**src/rtl/wb_stage.sv**
```systemverilog
// wb_stage: writeback stage of the 5-stage RV32I pipeline.
// Sole driver of the regfile write port. Non-loads write one cycle after
// transfer. Loads wait in WAIT_MEM for the data response, which is then
// aligned and extended before the write. Writes to x0 are suppressed.
// Optional feature macro: WB_LOAD_TIMEOUT_EN. When it is defined, a load that
// gets no response within TIMEOUT_CYCLES is abandoned and wb_err is set.
module wb_stage #(
    parameter int DATA_W         = 32,
    parameter int ADDR_W         = 5,
    parameter int TIMEOUT_CYCLES = 64
) (
    input  logic              clk,
    input  logic              rst,
    input  logic              mem_valid,
    output logic              mem_ready,
    input  logic              mem_wreg,
    input  logic [ADDR_W-1:0] mem_wd,
    input  logic [DATA_W-1:0] mem_wdata,
    input  logic              mem_is_load,
    input  logic [2:0]        mem_ld_type,
    input  logic [1:0]        mem_addr_lo,
    input  logic              dresp_valid,
    input  logic [DATA_W-1:0] dresp_data,
    output logic              we,
    output logic [ADDR_W-1:0] waddr,
    output logic [DATA_W-1:0] wdata,
    output logic              wb_err
);

    typedef enum logic {S_IDLE, S_WAIT_MEM} state_t;

    state_t            r_state;
    logic              r_wreg;
    logic [ADDR_W-1:0] r_wd;
    logic [2:0]        r_ld_type;
    logic [1:0]        r_addr_lo;

    logic [7:0]        w_byte;
    logic [15:0]       w_half;
    logic [DATA_W-1:0] w_ld_data;

    // WB accepts a new instruction only while idle.
    assign mem_ready = (r_state == S_IDLE);

    // Pick the addressed byte/halfword from the response word, then extend it
    // according to the captured funct3. Undefined encodings behave like LW.
    always_comb begin
        w_byte = 8'h00;
        case (r_addr_lo)
            2'd0: w_byte = dresp_data[7:0];
            2'd1: w_byte = dresp_data[15:8];
            2'd2: w_byte = dresp_data[23:16];
            2'd3: w_byte = dresp_data[31:24];
            default: w_byte = dresp_data[7:0];
        endcase
        w_half = r_addr_lo[1] ? dresp_data[31:16] : dresp_data[15:0];
        case (r_ld_type)
            3'b000:  w_ld_data = {{(DATA_W-8){w_byte[7]}}, w_byte};
            3'b100:  w_ld_data = {{(DATA_W-8){1'b0}}, w_byte};
            3'b001:  w_ld_data = {{(DATA_W-16){w_half[15]}}, w_half};
            3'b101:  w_ld_data = {{(DATA_W-16){1'b0}}, w_half};
            default: w_ld_data = dresp_data;
        endcase
    end

`ifdef WB_LOAD_TIMEOUT_EN
    localparam int CNT_W = $clog2(TIMEOUT_CYCLES + 1);
    logic [CNT_W-1:0] r_cnt;

    // Writeback FSM with load timeout: retire non-loads, track pending load,
    // abandon it if no response arrives in time. A response in the expiry
    // cycle takes priority over the timeout.
    always_ff @(posedge clk or negedge rst) begin
        if (!rst) begin
            r_state   <= S_IDLE;
            we        <= 1'b0;
            waddr     <= '0;
            wdata     <= '0;
            wb_err    <= 1'b0;
            r_wreg    <= 1'b0;
            r_wd      <= '0;
            r_ld_type <= '0;
            r_addr_lo <= '0;
            r_cnt     <= '0;
        end else begin
            we <= 1'b0;
            case (r_state)
                S_IDLE: begin
                    if (mem_valid) begin
                        if (!mem_is_load) begin
                            if (mem_wreg && (mem_wd != '0)) begin
                                we    <= 1'b1;
                                waddr <= mem_wd;
                                wdata <= mem_wdata;
                            end
                        end else begin
                            r_wreg    <= mem_wreg;
                            r_wd      <= mem_wd;
                            r_ld_type <= mem_ld_type;
                            r_addr_lo <= mem_addr_lo;
                            r_cnt     <= '0;
                            r_state   <= S_WAIT_MEM;
                        end
                    end
                end
                S_WAIT_MEM: begin
                    if (dresp_valid) begin
                        if (r_wreg && (r_wd != '0)) begin
                            we    <= 1'b1;
                            waddr <= r_wd;
                            wdata <= w_ld_data;
                        end
                        r_state <= S_IDLE;
                    end else if (r_cnt == CNT_W'(TIMEOUT_CYCLES - 1)) begin
                        wb_err  <= 1'b1;
                        r_state <= S_IDLE;
                    end else begin
                        r_cnt <= r_cnt + 1'b1;
                    end
                end
                default: r_state <= S_IDLE;
            endcase
        end
    end
`else
    // Timeout disabled: loads wait indefinitely and no error is ever raised.
    assign wb_err = 1'b0;

    // Writeback FSM: retire non-loads immediately, hold a load until its
    // response arrives.
    always_ff @(posedge clk or negedge rst) begin
        if (!rst) begin
            r_state   <= S_IDLE;
            we        <= 1'b0;
            waddr     <= '0;
            wdata     <= '0;
            r_wreg    <= 1'b0;
            r_wd      <= '0;
            r_ld_type <= '0;
            r_addr_lo <= '0;
        end else begin
            we <= 1'b0;
            case (r_state)
                S_IDLE: begin
                    if (mem_valid) begin
                        if (!mem_is_load) begin
                            if (mem_wreg && (mem_wd != '0)) begin
                                we    <= 1'b1;
                                waddr <= mem_wd;
                                wdata <= mem_wdata;
                            end
                        end else begin
                            r_wreg    <= mem_wreg;
                            r_wd      <= mem_wd;
                            r_ld_type <= mem_ld_type;
                            r_addr_lo <= mem_addr_lo;
                            r_state   <= S_WAIT_MEM;
                        end
                    end
                end
                S_WAIT_MEM: begin
                    if (dresp_valid) begin
                        if (r_wreg && (r_wd != '0)) begin
                            we    <= 1'b1;
                            waddr <= r_wd;
                            wdata <= w_ld_data;
                        end
                        r_state <= S_IDLE;
                    end
                end
                default: r_state <= S_IDLE;
            endcase
        end
    end
`endif

endmodule

```
**config.mk**
```make
export PLATFORM = sky130hd
export DESIGN_NAME = wb_stage
export DESIGN_NICKNAME = d
export VERILOG_FILES = /design/src/rtl/wb_stage.sv
export SDC_FILE = /design/constraint.sdc
export NUM_CORES = 1
export LEC_CHECK = 0
export BUFFER_PORTS_ARGS = -buffer_cell sky130_fd_sc_hd__buf_2
export CORE_ASPECT_RATIO = 1.75
export CORE_MARGIN = 2
export CORE_UTILIZATION = 45
export DETAILED_ROUTE_END_ITERATION = 7
export GPL_ROUTABILITY_DRIVEN = 0
export HOLD_SLACK_MARGIN = 0.08
export PLACE_DENSITY = 0.77
export RECOVER_POWER = 100
export SLEW_MARGIN = 25
export SYNTH_ARGS = -nofsm -noshare
export SYNTH_HDL_FRONTEND = slang
export SYNTH_SLANG_ARGS = --single-unit
```
**constraint.sdc**
```tcl
create_clock -name clk -period 2.2 [get_ports clk]
set_input_delay 0.11 -clock clk [delete_from_list [all_inputs] [get_ports clk]]
set_output_delay 0.11 -clock clk [all_outputs]
set_load 0.02 [all_outputs]
```
# --- Word level (Yosys, flattened, before mapping) ---
# Cells that the tools add are included.
totals:
  out_inout_bits: 40
  register_bits: 50
  wordCells: 53
  in_bits: 80
op_classes:
  n_mux: 25
  n_reduce_logical: 8
  bitwise: 1
  eq_ne: 11
op_table:
  columns: ["op", "n"]
  rows:
  - ["32-bit 2-to-1 mux", 5]
  - ["32-bit case mux with 4 select lines", 1]
  - ["32-bit case mux with 2 select lines", 1]
  - ["8-bit case mux with 4 select lines", 1]
  - ["5-bit 2-to-1 mux", 5]
  - ["16-bit 2-to-1 mux", 1]
  - ["5-bit case mux with 2 select lines", 1]
  - ["5-bit nonzero test", 2]
  - ["1-bit 2-to-1 mux", 8]
  - ["3-bit equality test, second input constant", 2]
  - ["2-bit != test, second input constant", 3]
  - ["5-bit AND reduction", 1]
  - ["2-bit equality test, second input constant", 2]
  - ["2-bit by 1-bit != test with 1-bit output, second input constant", 2]
  - ["1-bit case mux with 2 select lines", 2]
  - ["3-bit by 1-bit equality test with 1-bit output, second input constant", 1]
  - ["3-bit zero test", 1]
  - ["3-bit AND reduction", 1]
  - ["2-bit by 1-bit equality test with 1-bit output, second input constant", 1]
  - ["1-bit logical AND", 2]
  - ["2-bit zero test", 1]
  - ["1-bit inverter", 1]

# --- Longest topological paths before layout ---
# Gate-level depths: netlist of the first run.
logic_depth:
  word_depth: 6
  depth_mapped: 6
  depth_no_buf: 5

# --- Least setup slack after synthesis of the first run ---
# OpenSTA, ideal clock, no wires.
synth_timing:
  path_type: "reg-to-reg"
  start: "reg r_wd[3]"
  end: "reg wdata[22]"
  synth_period_minus_slack_ns: 2.013
  slack_ns: 0.187
  path_stages_with_launch: 7
  path_buffers: 1
  t_required_ns: 2.075
  setup_ns: 0.125
  arrival_time_ns: 1.888
  path_cell_list: "dfrtp_1 > or4_4 > o2111ai_4 > and2_4 > inv_4 > buf_6 > mux2_4"
synth_between:
  elab_chain_cells: 4
synth_rtl:
  columns: ["item", "line", "source"]
  rows:
  - ["start: declaration", "34", "logic [ADDR_W-1:0] r_wd;"]
  - ["start signal: assignment", "154", "r_wd <= mem_wd;"]
  - ["5-bit nonzero test", "163", "if (r_wreg && (r_wd != '0)) begin"]
  - ["1-bit logical AND", "163", null]
  - ["2-bit by 1-bit != test with 1-bit output (no line)", null, null]
  - ["5-bit AND reduction (no line)", null, null]
  - ["end signal: assignment", "150", "wdata <= mem_wdata;"]
  - ["end signal: assignment", "166", "wdata <= w_ld_data;"]
  - ["end: declaration", "26", "output logic [DATA_W-1:0] wdata,"]
# Every way passes these cells.
# A chain may end at the register's enable or synchronous reset.

# --- Worst setup path after layout of the first run ---
layout_timing:
  start: "reg r_addr_lo[1]"
  end: "reg wdata[24]"
layout_between:
  elab_chain_cells: 6
  word_cells_on_any_way: 10
  cone_classes: "eq/ne (3); mux (6); reduce/logical (1)"
layout_rtl:
  columns: ["item", "line", "source"]
  rows:
  - ["start: declaration", "36", "logic [1:0] r_addr_lo;"]
  - ["start signal: assignment", "156", "r_addr_lo <= mem_addr_lo;"]
  - ["2-bit equality test, or another cell as far along", "49", "case (r_addr_lo)"]
  - ["8-bit case mux with 4 select lines", "49", null]
  - ["32-bit case mux with 4 select lines *", "57", "case (r_ld_type)"]
  - ["32-bit 2-to-1 mux *", "163", null]
  - ["32-bit 2-to-1 mux *", "162", "if (dresp_valid) begin"]
  - ["32-bit case mux with 2 select lines *", "143", "case (r_state)"]
# Every way passes the cells marked *; elsewhere a longest branch is shown, timed or not. The select of a mux whose other input is x is not followed.

==> results.md, run 1 <==
* Synthesized Nets at 371
* CORE AREA at just over 6000 um2
* Vias in the first global route at around 2600
* Clk network pwr share at 14.3%
* Layout cell share with drive strength beyond 1 at 29.2%
* Final Hold Vio Count at 0
* Die ar. at slightly above 7000 um2
* CP Capture Type: flip-flop
* Flop pwr share at 41.2%
* Pwr dens at 989 nW/um2
* Hold crit path type: in -> reg
* Net Sw Power at 0.00153 W
* RSZ-0062 raised after global routing: false
* Leakage power at 1.69 nW
* First-pass GRT wire length at 12600 um
* Post-CTS setup buffer count at 0
* CP Max Fanout at 16
* Top FF cell, synth: dfrtp_1
* CP arrival at roughly 2.1 ns
* Critical path type: reg -> reg
* Number of routed nets with antenna violations at 0
* Initial core utilization at 46.5%
* Detailed Place HPWL at 6380 um
* Max Slew Vio Count at 0
* Placed cell areas at 3540 um2
* Final setup fails at 0
* Max_slew headroom at around two fifths
* Max VDD drop at 0.598 mV
* Syn Inst Count at around 290
* Port bufs at roughly 120
* Routed wire length at 8190 um
* Number of enable-type register cells in the synthesized netlist at 0
* GRT Total Usage at 23.3%
* Worst-Skew Late Latency at 0.30 ns
* TritonCTS buffer count at 5
* Die span in x at 64.7 um
* # fillers at 587
* Mapped Area at 2900 um2
* Setup TNS at 0 ns
* Synth Register Bits at 50
* Leading area contributor after synthesis: dfrtp_1
* Dominant cells by area after synthesis: dfrtp_1 43%, mux2_2 7.8%, mux2i_1 6.9%, mux2_4 4.7%, a221oi_1 4.2%
* # nets final at 493
* Initial antenna violation count at 0
* Grt total ovfl at 0
* Final instance area at 3660 um2
* Die Ht at 110 um
* CTS HTree Levels at 2
* Comb power frac at 44.6%
* Worst path max stage delay at 0.58 ns
* Area grow syn2layout at 26.2%
* Minimum clock period at 1.95 ns
* Vias per cell at ~5.5
* Seq/Total Area, Yosys at between 40% and 50%
* Sw frac at 42.2%
* Syn. warnings at 0
* Synth cell types at 39
* Post-DR wirelength/cell at ~17 um
* CP bufs+invs at 1
* Worst Clk Skew at 0.00624 ns
* Clock Tree Root: clkbuf_8
* Slew @ Worst Pin at 0.918 ns
* Clock-pin slew on the worst setup and hold paths at about 0.090 ns
* Resized cells post-CTS at 0
* MaxCap Viol Count at 0
* Synth top area share at 43.2%
* Tcrit/Tclk final at 88.8%
* First-pass DRT Iterations at 4
* # IOs at 120
* Worst path required time at 2.38 ns
* Clock sink total at 50
* Cell family with the largest share of critical-path delay: multiplexers
* Clk buf depth at 2
* Asr flop ratio synth at 100%
* CP max-delay cell: mux4_2
* Final Util at 58.8%
* Outcome: finished, final reports clean
* 1st-iter DRT viols at 111
* Antenna fix cells at 0
* Setup crit start kind: flip-flop
* Largest net degree at the start of global routing at just over 50
* Mean post-synth cell area at 9.96 um2
* CTS tree: done
* CTS Hold Bufs at 12
* Internal at 0.00209 W
* FP Rows at 38
* Crit-path cells: mux4_2, o221ai_2, buf_4, a31oi_1, mux2_1
* Via Count at about 2700
* Fmax at between 500 and 600 MHz
* Post-route DRC at 0
## flip-flops by register name, summed over array words and instances, names as in the netlist
register / count
r_state: 1
we: 1
wdata: 32
r_addr_lo: 2
r_wreg: 1
r_wd: 5
r_ld_type: 3
waddr: 5
## synthesized netlist by cell type, types with 2 or more instances
master,count
a31oi_1,18
a221oi_1,14
and3b_1,2
a22oi_1,2
buf_2,6
a211oi_1,4
a31o_2,2
o21ai_0,8
buf_4,3
o31ai_1,8
a21oi_1,3
mux2_2,20
nand3_1,14
nor2_1,27
inv_1,8
nor3_1,7
mux2i_1,20
clkbuf_1,13
dfrtp_1,50
nand2_1,29
o21ai_1,2
nor2b_1,5
mux2_4,9
buf_1,2
## placed cells by master, fill, tap and decap left out, types with 7 or more instances in the layout
cell            n
nand2_1        29
mux2_2         20
dfrtp_1        50
clkbuf_1       44
nor3_1          7
a221oi_1       14
nor2_1         27
nand3_1        14
inv_1           8
buf_4           8
buf_2          77
o21ai_0         8
dlygate4sd3_1  13
o31ai_1         8
a31oi_1        18
mux2_1          9
mux2i_1        20
## final timing paths
| kind | from | depth (start not counted) | slack (ns) | end |
|---|---|---|---|---|
| max | r_addr_lo[1] | 5 | 0.25 | wdata[24] |
| min | mem_wdata[3] | 3 | 0.08 | wdata[3] |
| min in group asynchronous | rst | 2 | 0.47 | r_wd[0] |
| max reg2reg | r_addr_lo[1] | 5 | 0.25 | wdata[24] |
| max in group asynchronous | rst | 3 | 0.58 | wdata[17] |
| min reg2reg | wdata[28] | 1 | 0.50 | wdata[28] |
## per-layer routing
layer,wire [um],GRT usage (%),vias up
met1,3030,25.7,1304
met5,0,0,-
li1,-,-,1303
met4,192,8.36,0
met2,4540,44.7,111
met3,427,3.15,15
## power groups by stage
stage	clock, W	combinational, W	sequential (W)
finish	0.000517	0.00161	0.00149
global route	0.000565	0.00175	0.00154
CTS	0.000526	0.00177	0.00149
detailed placement	0	0.00175	0.00151
global placement	0	0.00172	0.00150
floorplan	0	0.000816	0.00184
## tightest hold or removal path: stages
cell     delay (ns)
buf_2          0.09
nor2_1         0.08
o31ai_1        0.06
## through the flow
stage	setup WS [ns]	instances	total power (W)	hold WS, ns
finish	0.247	494	0.00362	0.0814
global route	0.135	494	0.00385	0.0919
CTS	0.270	493	0.00379	0.0832
detailed placement	0.288	473	0.00326	0.254
global placement	0.356	473	0.00321	0.244
floorplan	0.187	291	0.00265	-0.186
## cell families after synthesis
family	share of synthesized area [%]
mux	20.1
simple gates	14.5
other cells	0.129
compound gates	16.7
buf+inv	5.40
flops	43.2
## final cells by class
| type | instances | area (um2) | share of cell area [%] |
|---|---|---|---|
| tap | 80 | 100 | 2.74 |
| clock buffer | 8 | 80.1 | 2.19 |
| sequential | 50 | 1250 | 34.2 |
| timing repair buffer | 140 | 734 | 20.1 |
| inverter | 9 | 36.3 | 0.991 |
| multi-input combinational | 207 | 1460 | 39.8 |
No activity file was read; power rests on OpenSTA's default activity.
==> run 2: changes to the inputs <==
--- a/config.mk
+++ b/config.mk
@@ -9,6 +9,7 @@
 export CORE_ASPECT_RATIO = 1.75
 export CORE_MARGIN = 2
 export CORE_UTILIZATION = 45
+export CTS_BUF_LIST = sky130_fd_sc_hd__clkbuf_16
 export DETAILED_ROUTE_END_ITERATION = 7
 export GPL_ROUTABILITY_DRIVEN = 0
 export HOLD_SLACK_MARGIN = 0.08
==> run 2 against run 1 <==
  * Sequential share of layout area about the same
  * Setup slack got worse by 0.049 ns
  * Utilization increased by 0.080 points
  * Clock-buffer cell count decreased by 3
  * Combinational power about the same
  * Worst hold slack got worse by 0.0015 ns
  * Final area increased by 0.14%
  * Global-route usage increased by 0.41 points
  * Power increased by 5.9%
  * Critical path depth unchanged
  * Register-to-register slack got worse by 0.05 ns
  * Die area unchanged
  * Largest power group unchanged
==> results.md, run 2 (synthesis results as in run 1) <==
* Max_slew headroom at 38.2% (-0.64 points)
* Die span in x at 64.7 um (unchanged)
* Via Count at 2717 (-0.59%)
* 1st-iter DRT viols at 145 (+31%)
* Vias in the first global route at 2623 (-0.76%)
* Fmax at 500 MHz (-2.4%)
* Setup TNS at 0 ns (unchanged)
* Placed cell areas at 3540 um2 (unchanged)
* CORE AREA at 6230 um2 (unchanged)
* CTS tree: done
* Sw frac at 40.7% (-1.5 points)
* Internal at 0.00227 W (+8.6%)
* Post-DR wirelength/cell at 16.9 um (+1.8%)
* GRT Total Usage at 23.7% (+0.41 points)
* TritonCTS buffer count at 5 (unchanged)
* Final setup fails at 0 (unchanged)
* Most common cell after layout, fill and taps aside: buf_2
* Grt total ovfl at 0 (unchanged)
* Worst path required time at 2.36 ns (-0.02 ns)
* Detailed Place HPWL at 6380 um (unchanged)
* Critical R2R Capture: wdata[22]
* R2R Setup Slk at 0.20 ns (-0.05 ns)
* Die ar. at 7130 um2 (unchanged)
* Layout cell share with drive strength beyond 1 at 29.8% (+0.60 points)
* Port bufs at 118 (unchanged)
* Largest net degree at the start of global routing at 51 (unchanged)
* Dpl ws at 0.288 ns (unchanged)
* Biggest regs: wdata: 32 flops, r_wd: 5 flops, waddr: 5 flops
* Setup WS post-layout at 0.199 ns (-0.0487 ns)
* Minimum clock period at 2.00 ns (+0.0487 ns)
* Routed wire length at 8250 um (+0.75%)
* FP Rows at 38 (unchanged)
* Resized cells post-CTS at 0 (unchanged)
* CTS HTree Levels at 2 (unchanged)
* # nets final at 488 (-1.0%)
* Crit path capture: wdata[22]
* Clk buf depth at 2 (unchanged)
* Largest Register: wdata
* Pwr dens at 1050 nW/um2 (+5.8%)
* Max VDD drop at 0.577 mV (-3.6%)
* Post-route DRC at 0 (unchanged)
* Final Hold Vio Count at 0 (unchanged)
* CP Max Fanout at 19 (+3)
* CP arrival at 2.17 ns (+0.03 ns)
* FF-to-FF Start: r_wd[3]
* Net Sw Power at 0.00156 W (+2.2%)
* Final Util at 58.8% (+0.080 points)
* Initial core utilization at 46.5% (unchanged)
* Antenna fix cells at 0 (unchanged)
* Leakage power at 1.71 nW (+1.2%)
* CTS Hold Bufs at 8 (-4)
* R2R depth at 5 (unchanged)
* Slew @ Worst Pin at 0.927 ns (+0.00956 ns)
* Vias per cell at 5.56 (+0.43%)
* Tcrit/Tclk final at 91.0% (+2.2 points)
* Clock-pin slew on the worst setup and hold paths at 0.07 ns (-0.02 ns)
* # IOs at 120 (unchanged)
* Flop pwr share at 39.0% (-2.2 points)
* Largest register FFs at 32 (unchanged)
* Setup crit start kind: flip-flop
* Worst-Skew Late Latency at 0.29 ns (about the same)
* Area grow syn2layout at 26.4%
* Clk network pwr share at 19.1% (+4.8 points)
* Die Ht at 110 um (unchanged)
* MaxCap Viol Count at 0 (unchanged)
* Number of routed nets with antenna violations at 0 (unchanged)
* CP Capture Type: flip-flop
* Final instance area at 3660 um2 (+0.14%)
* Most frequent cells in the layout: 78 x buf_2, 50 x dfrtp_1, 40 x clkbuf_1
* First-pass DRT Iterations at 4 (unchanged)
* Hold crit path type: in -> reg
* Worst Clk Skew at 0.00508 ns (-0.00116 ns)
* First-pass GRT wire length at 12800 um (+1.3%)
* Max Slew Vio Count at 0 (unchanged)
* Critical path type: reg -> reg
* Post-CTS setup buffer count at 0 (unchanged)
* Clock Tree Root: clkbuf_16
* Clock sink total at 50 (unchanged)
* Initial antenna violation count at 0 (unchanged)
* RSZ-0062 raised after global routing: false
* Comb power frac at 41.9% (-2.7 points)
* Worst Setup SP: r_wd[3]
* Outcome: finished, final reports clean
==> run 2: changes by cell type in the layout (fill, tap and decap cells not counted) <==
cell	delta
dlygate4sd3_1	-5
inv_4	-1
inv_2	+1
clkbuf_8	-5
clkbuf_16	+5
buf_2	+1
clkbuf_1	-4
inv_1	+3
==> run 2: worst min path at each step <==
| stage | from | to | slack, ns | cells after the start |
|---|---|---|---|---|
| 6_report | mem_wd[4] | r_wd[4] | 0.08 | 2 |
| 5_1_grt | mem_wd[4] | r_wd[4] | 0.09 | 2 |
| 4_1_cts | mem_wd[4] | r_wd[4] | 0.08 | 2 |
| 3_5_place_dp | rst | waddr[2] | 0.25 | 1 |
| 3_3_place_gp | rst | waddr[2] | 0.24 | 1 |
| 2_1_floorplan | rst | r_addr_lo[0] | -0.19 | 0 |
==> run 2: metrics by stage <==
| step | instances | total power, W | hold WS [ns] |
|---|---|---|---|
| finish | 489 | 0.00383 | 0.0800 |
| global route | 489 | 0.00407 | 0.0881 |
| CTS | 489 | 0.00400 | 0.0822 |
| detailed placement | 473 | 0.00326 | 0.254 |
| global placement | 473 | 0.00321 | 0.244 |
| floorplan | 291 | 0.00265 | -0.186 |
==> run 2: layer usage <==
layer  up-vias  global-route usage [%]  routed length, um
met5         -                       0                  0
met4         0                    9.42                249
met3        16                    3.65                398
met2       105                    44.5               4510
met1      1302                    26.4               3090
li1       1294                       -                  -
==> run 2: layout make-up <==
type | count | area [um2]
Sequential cell | 50 | 1250
Fill cell | 586 | 2560
Clock inverter | 3 | 11.3
Multi-Input combinational cell | 207 | 1460
Clock buffer | 5 | 125
Timing Repair Buffer | 135 | 686
Tap cell | 80 | 100
Inverter | 9 | 33.8
==> run 2: worst max-delay path, stage by stage (launching register included) <==
cell	delay, ns
dfrtp_1	0.39
or4_4	0.55
o2111ai_4	0.21
and2_4	0.18
inv_2	0.16
mux2_1	0.37
==> run 2: power by group through the flow <==
stage | clock network, W | registers (W) | logic, W
after floorplan | 0 | 0.00184 | 0.000816
after global routing | 0.000783 | 0.00154 | 0.00175
after CTS | 0.000734 | 0.00149 | 0.00177
after detailed placement | 0 | 0.00151 | 0.00175
final | 0.000731 | 0.00149 | 0.00161
after global placement | 0 | 0.00150 | 0.00172
==> run 3: changes to the inputs <==
--- a/config.mk
+++ b/config.mk
@@ -5,6 +5,7 @@
 export SDC_FILE = /design/constraint.sdc
 export NUM_CORES = 1
 export LEC_CHECK = 0
+export ABC_AREA = 1
 export BUFFER_PORTS_ARGS = -buffer_cell sky130_fd_sc_hd__buf_2
 export CORE_ASPECT_RATIO = 1.75
 export CORE_MARGIN = 2
@@ -13,8 +14,9 @@
 export DETAILED_ROUTE_END_ITERATION = 7
 export GPL_ROUTABILITY_DRIVEN = 0
 export HOLD_SLACK_MARGIN = 0.08
-export PLACE_DENSITY = 0.77
+export PLACE_DENSITY = 0.75
 export RECOVER_POWER = 100
+export SETUP_SLACK_MARGIN = 0.3
 export SLEW_MARGIN = 25
 export SYNTH_ARGS = -nofsm -noshare
 export SYNTH_HDL_FRONTEND = slang
==> constraint.sdc (replaced) <==
create_clock -name clk -period 2.58 [get_ports clk]
set_input_delay 0.129 -clock clk [delete_from_list [all_inputs] [get_ports clk]]
set_output_delay 0.129 -clock clk [all_outputs]
set_load 0.02 [all_outputs]
==> run 3 against run 2 <==
  * Maximum frequency decreased by 2.6%
  * Critical endpoint is now wdata[16]
  * Register-to-register slack improved by 0.33 ns
  * Final area increased by 6.3%
  * Power decreased by 18%
  * Sequential power decreased by 17%
  * Largest power group unchanged
  * Critical path type unchanged
  * Non-clock buffer count decreased by 8
  * Via count increased by 27%
  * First-iteration DRC count increased by 58%
  * Clock skew decreased by 0.0012 ns
==> results.md, run 3 <==
* Outcome: finished, final reports clean
* Biggest regs: wdata: 32 flops, r_wd: 5 flops, waddr: 5 flops
* Hold Path Origin: mem_ld_type[0]
* Vias in the first global route at 3270 (+25%)
* Max Slew Vio Count at 0 (unchanged)
* Area grow syn2layout at 19.7%
* Seq/Total Area, Yosys at 38.5% (-4.7 points)
* Hold crit path type: in -> reg
* CP max-delay cell: nand3_2
* Routed wire length at 9370 um (+14%)
* # nets final at 661 (+35%)
* Worst Clk Skew at 0.00393 ns (-0.00116 ns)
* Cell family with the largest share of critical-path delay: simple AND/OR/NAND/NOR gates
* Met2 wire length at 4900 um (+8.6%)
* R2R depth at 6 (+1)
* Synth top area share at 38.5% (-4.7 points)
* # IOs at 120 (unchanged)
* Number of enable-type register cells in the synthesized netlist at 0 (unchanged)
* Most used cell along the critical path: nand2_1
* First-pass DRT Iterations at 4 (unchanged)
* Die ar. at 7950 um2 (+12%)
* CTS HTree Levels at 2 (unchanged)
* CP arrival at 2.24 ns (+0.07 ns)
* Hold path depth at 3 (+1)
* Post-synth top cells: 193 x nand2_1, 50 x dfrtp_1, 46 x nor2_1
* Fmax at 487 MHz (-2.6%)
* Largest net degree at the start of global routing at 40 (-22%)
* Clock Tree Root: clkbuf_16
* Final Hold Vio Count at 0 (unchanged)
* MaxCap Viol Count at 0 (unchanged)
* Syn. warnings at 0 (unchanged)
* Leakage power at 2.15 nW (+26%)
* Dpl ws at 0.670 ns (+0.382 ns)
* Minimum clock period at 2.05 ns (+0.0535 ns)
* Mapped Area at 3250 um2 (+12%)
* Post-DR wirelength/cell at 14.0 um (-17%)
* CP Max Fanout at 37 (+18)
* CTS tree: done
* Syn Inst Count at 474 (+63%)
* Synth Register Bits at 50 (unchanged)
* Critical path type: reg -> reg
* CP Capture Type: flip-flop
* Setup TNS at 0 ns (unchanged)
* Setup WS post-layout at 0.525 ns (+0.326 ns)
* R2R Setup Slk at 0.53 ns (+0.33 ns)
* Detailed Place HPWL at 6950 um (+9.0%)
* Final setup fails at 0 (unchanged)
* Top FF cell, synth: dfrtp_1
* Via Count at 3453 (+27%)
* Routed met1 length at 3550 um (+15%)
* Leading area contributor after synthesis: dfrtp_1
* Mean post-synth cell area at 6.86 um2 (-31%)
* Clock-pin slew on the worst setup and hold paths at 0.07 ns (about the same)
* Slew @ Worst Pin at 1.43 ns (+0.506 ns)
* Max_slew headroom at 4.47% (-34 points)
* GRT Total Usage at 24.8% (+1.1 points)
* Largest Register: wdata
* Vias per cell at 5.16 (-7.1%)
* Asr flop ratio synth at 100% (unchanged)
* RSZ-0062 raised after global routing: false
* Synth cell types at 28 (-28%)
* Tcrit/Tclk final at 79.6% (-11 points)
* FF-to-FF Start: r_state
* Initial core utilization at 45.6% (-0.92 points)
* Worst path max stage delay at 0.44 ns (-0.11 ns)
* Worst-Skew Late Latency at 0.29 ns (about the same)
* 1st-iter DRT viols at 229 (+58%)
* Dominant cells by area after synthesis: dfrtp_1 38%, nand2_1 22%, a21oi_1 6.3%, nor2_1 5.3%, nand3_1 4.6%
* Resized cells post-CTS at 0 (unchanged)
* Cell with the most instances after synthesis: nand2_1
* Setup crit start kind: flip-flop
* CP bufs+invs at 1 (unchanged)
* Grt total ovfl at 0 (unchanged)
* Die span in x at 68.3 um (+5.6%)
* Most common cell after layout, fill and taps aside: nand2_1
* First-pass GRT wire length at 14800 um (+16%)
* Critical R2R Capture: wdata[16]
* Met3 WL at 561 um (+41%)
* Layout cell share with drive strength beyond 1 at 20.8% (-9.0 points)
* Initial antenna violation count at 1 (+1)
* Hold EP: r_ld_type[0]
* Die Ht at 116 um (+5.7%)
* CORE AREA at 7130 um2 (+14%)
* Largest register FFs at 32 (unchanged)
* Pwr dens at 804 nW/um2 (-23%)
* Clk buf depth at 2 (unchanged)
* Port bufs at 118 (unchanged)
* Most frequent cells in the layout: 193 x nand2_1, 79 x buf_2, 50 x dfrtp_1
* Max VDD drop at 0.623 mV (+8.0%)
* Clock sink total at 50 (unchanged)
* Worst path required time at 2.77 ns (+0.41 ns)
* TritonCTS buffer count at 5 (unchanged)
* Synthesized Nets at 554 (+49%)
* Crit-path cells: nor2_1, nand3_2, nand2_4, inv_2, nand2_1, nand2_1
* Number of routed nets with antenna violations at 0 (unchanged)
* Post-route DRC at 0 (unchanged)
* FP Rows at 41 (+7.9%)
* DR top layer: met4
## run 3: through the flow
| step | hold WS (ns) | util [%] | cell area [um2] | instances | power (W) |
|---|---|---|---|---|---|
| after CTS | 0.0958 | 55.3 | 3950 | 668 | 0.00321 |
| after global placement | 0.164 | 52.9 | 3770 | 656 | 0.00253 |
| after detailed placement | 0.172 | 52.9 | 3770 | 656 | 0.00256 |
| final | 0.0937 | 54.6 | 3890 | 669 | 0.00313 |
| after floorplan | -0.167 | - | 3250 | 474 | 0.00212 |
| after global routing | 0.121 | 54.6 | 3890 | 669 | 0.00335 |
## run 3: layout make-up
type	instances	area, um2
fill	717	3240
multi-input combinational	363	1650
sequential	50	1250
timing repair buffer	127	617
inverter	34	133
clock buffer	5	125
tap	86	108
clock inverter	3	12.5
antenna	1	2.50
## run 3: timing repair
item,CTS,global route
buffers inserted,0,0
hold endpoints to repair,28,0
hold buffers,4,0
## run 3: cells by family (layout without fill, tap and decap cells)
family	after synthesis	after routing	share of synthesized area [%]
mux	1	1	0.346
buf+inv	61	169	10.9
simple gates	299	299	40.1
flops	50	50	38.5
other cells	1	2	0.115
compound gates	62	62	10.0
## run 3: worst max-delay path by stage
stage / start / endpoint / slack (ns) / depth (start not counted)
floorplan: r_state / waddr[4] / 1.34 / 7
global placement: r_state / waddr[1] / 0.76 / 6
detailed placement: r_state / wdata[14] / 0.67 / 6
CTS: r_state / wdata[14] / 0.65 / 6
global route: r_state / waddr[1] / 0.34 / 6
finish: r_state / wdata[16] / 0.53 / 6
## run 3: power breakdown
group	switching [W]	internal, W	total, W
clock	0.000285	0.000351	0.000637
sequential	0.000182	0.00105	0.00123
combinational	0.000874	0.000395	0.00127
total	0.00134	0.00179	0.00313
## run 3: metal layers
layer	vias to the layer above	track usage (%)
li1	1696	-
met1	1595	27.6
met2	137	44.0
met3	25	3.85
met4	0	12.8
met5	-	0
## run 3: worst reg2reg max path, stage by stage, from the launching register on
cell     delay [ns]
dfrtp_1        0.40
nor2_1         0.17
nand3_2        0.44
nand2_4        0.39
inv_2          0.32
nand2_1        0.17
nand2_1        0.06
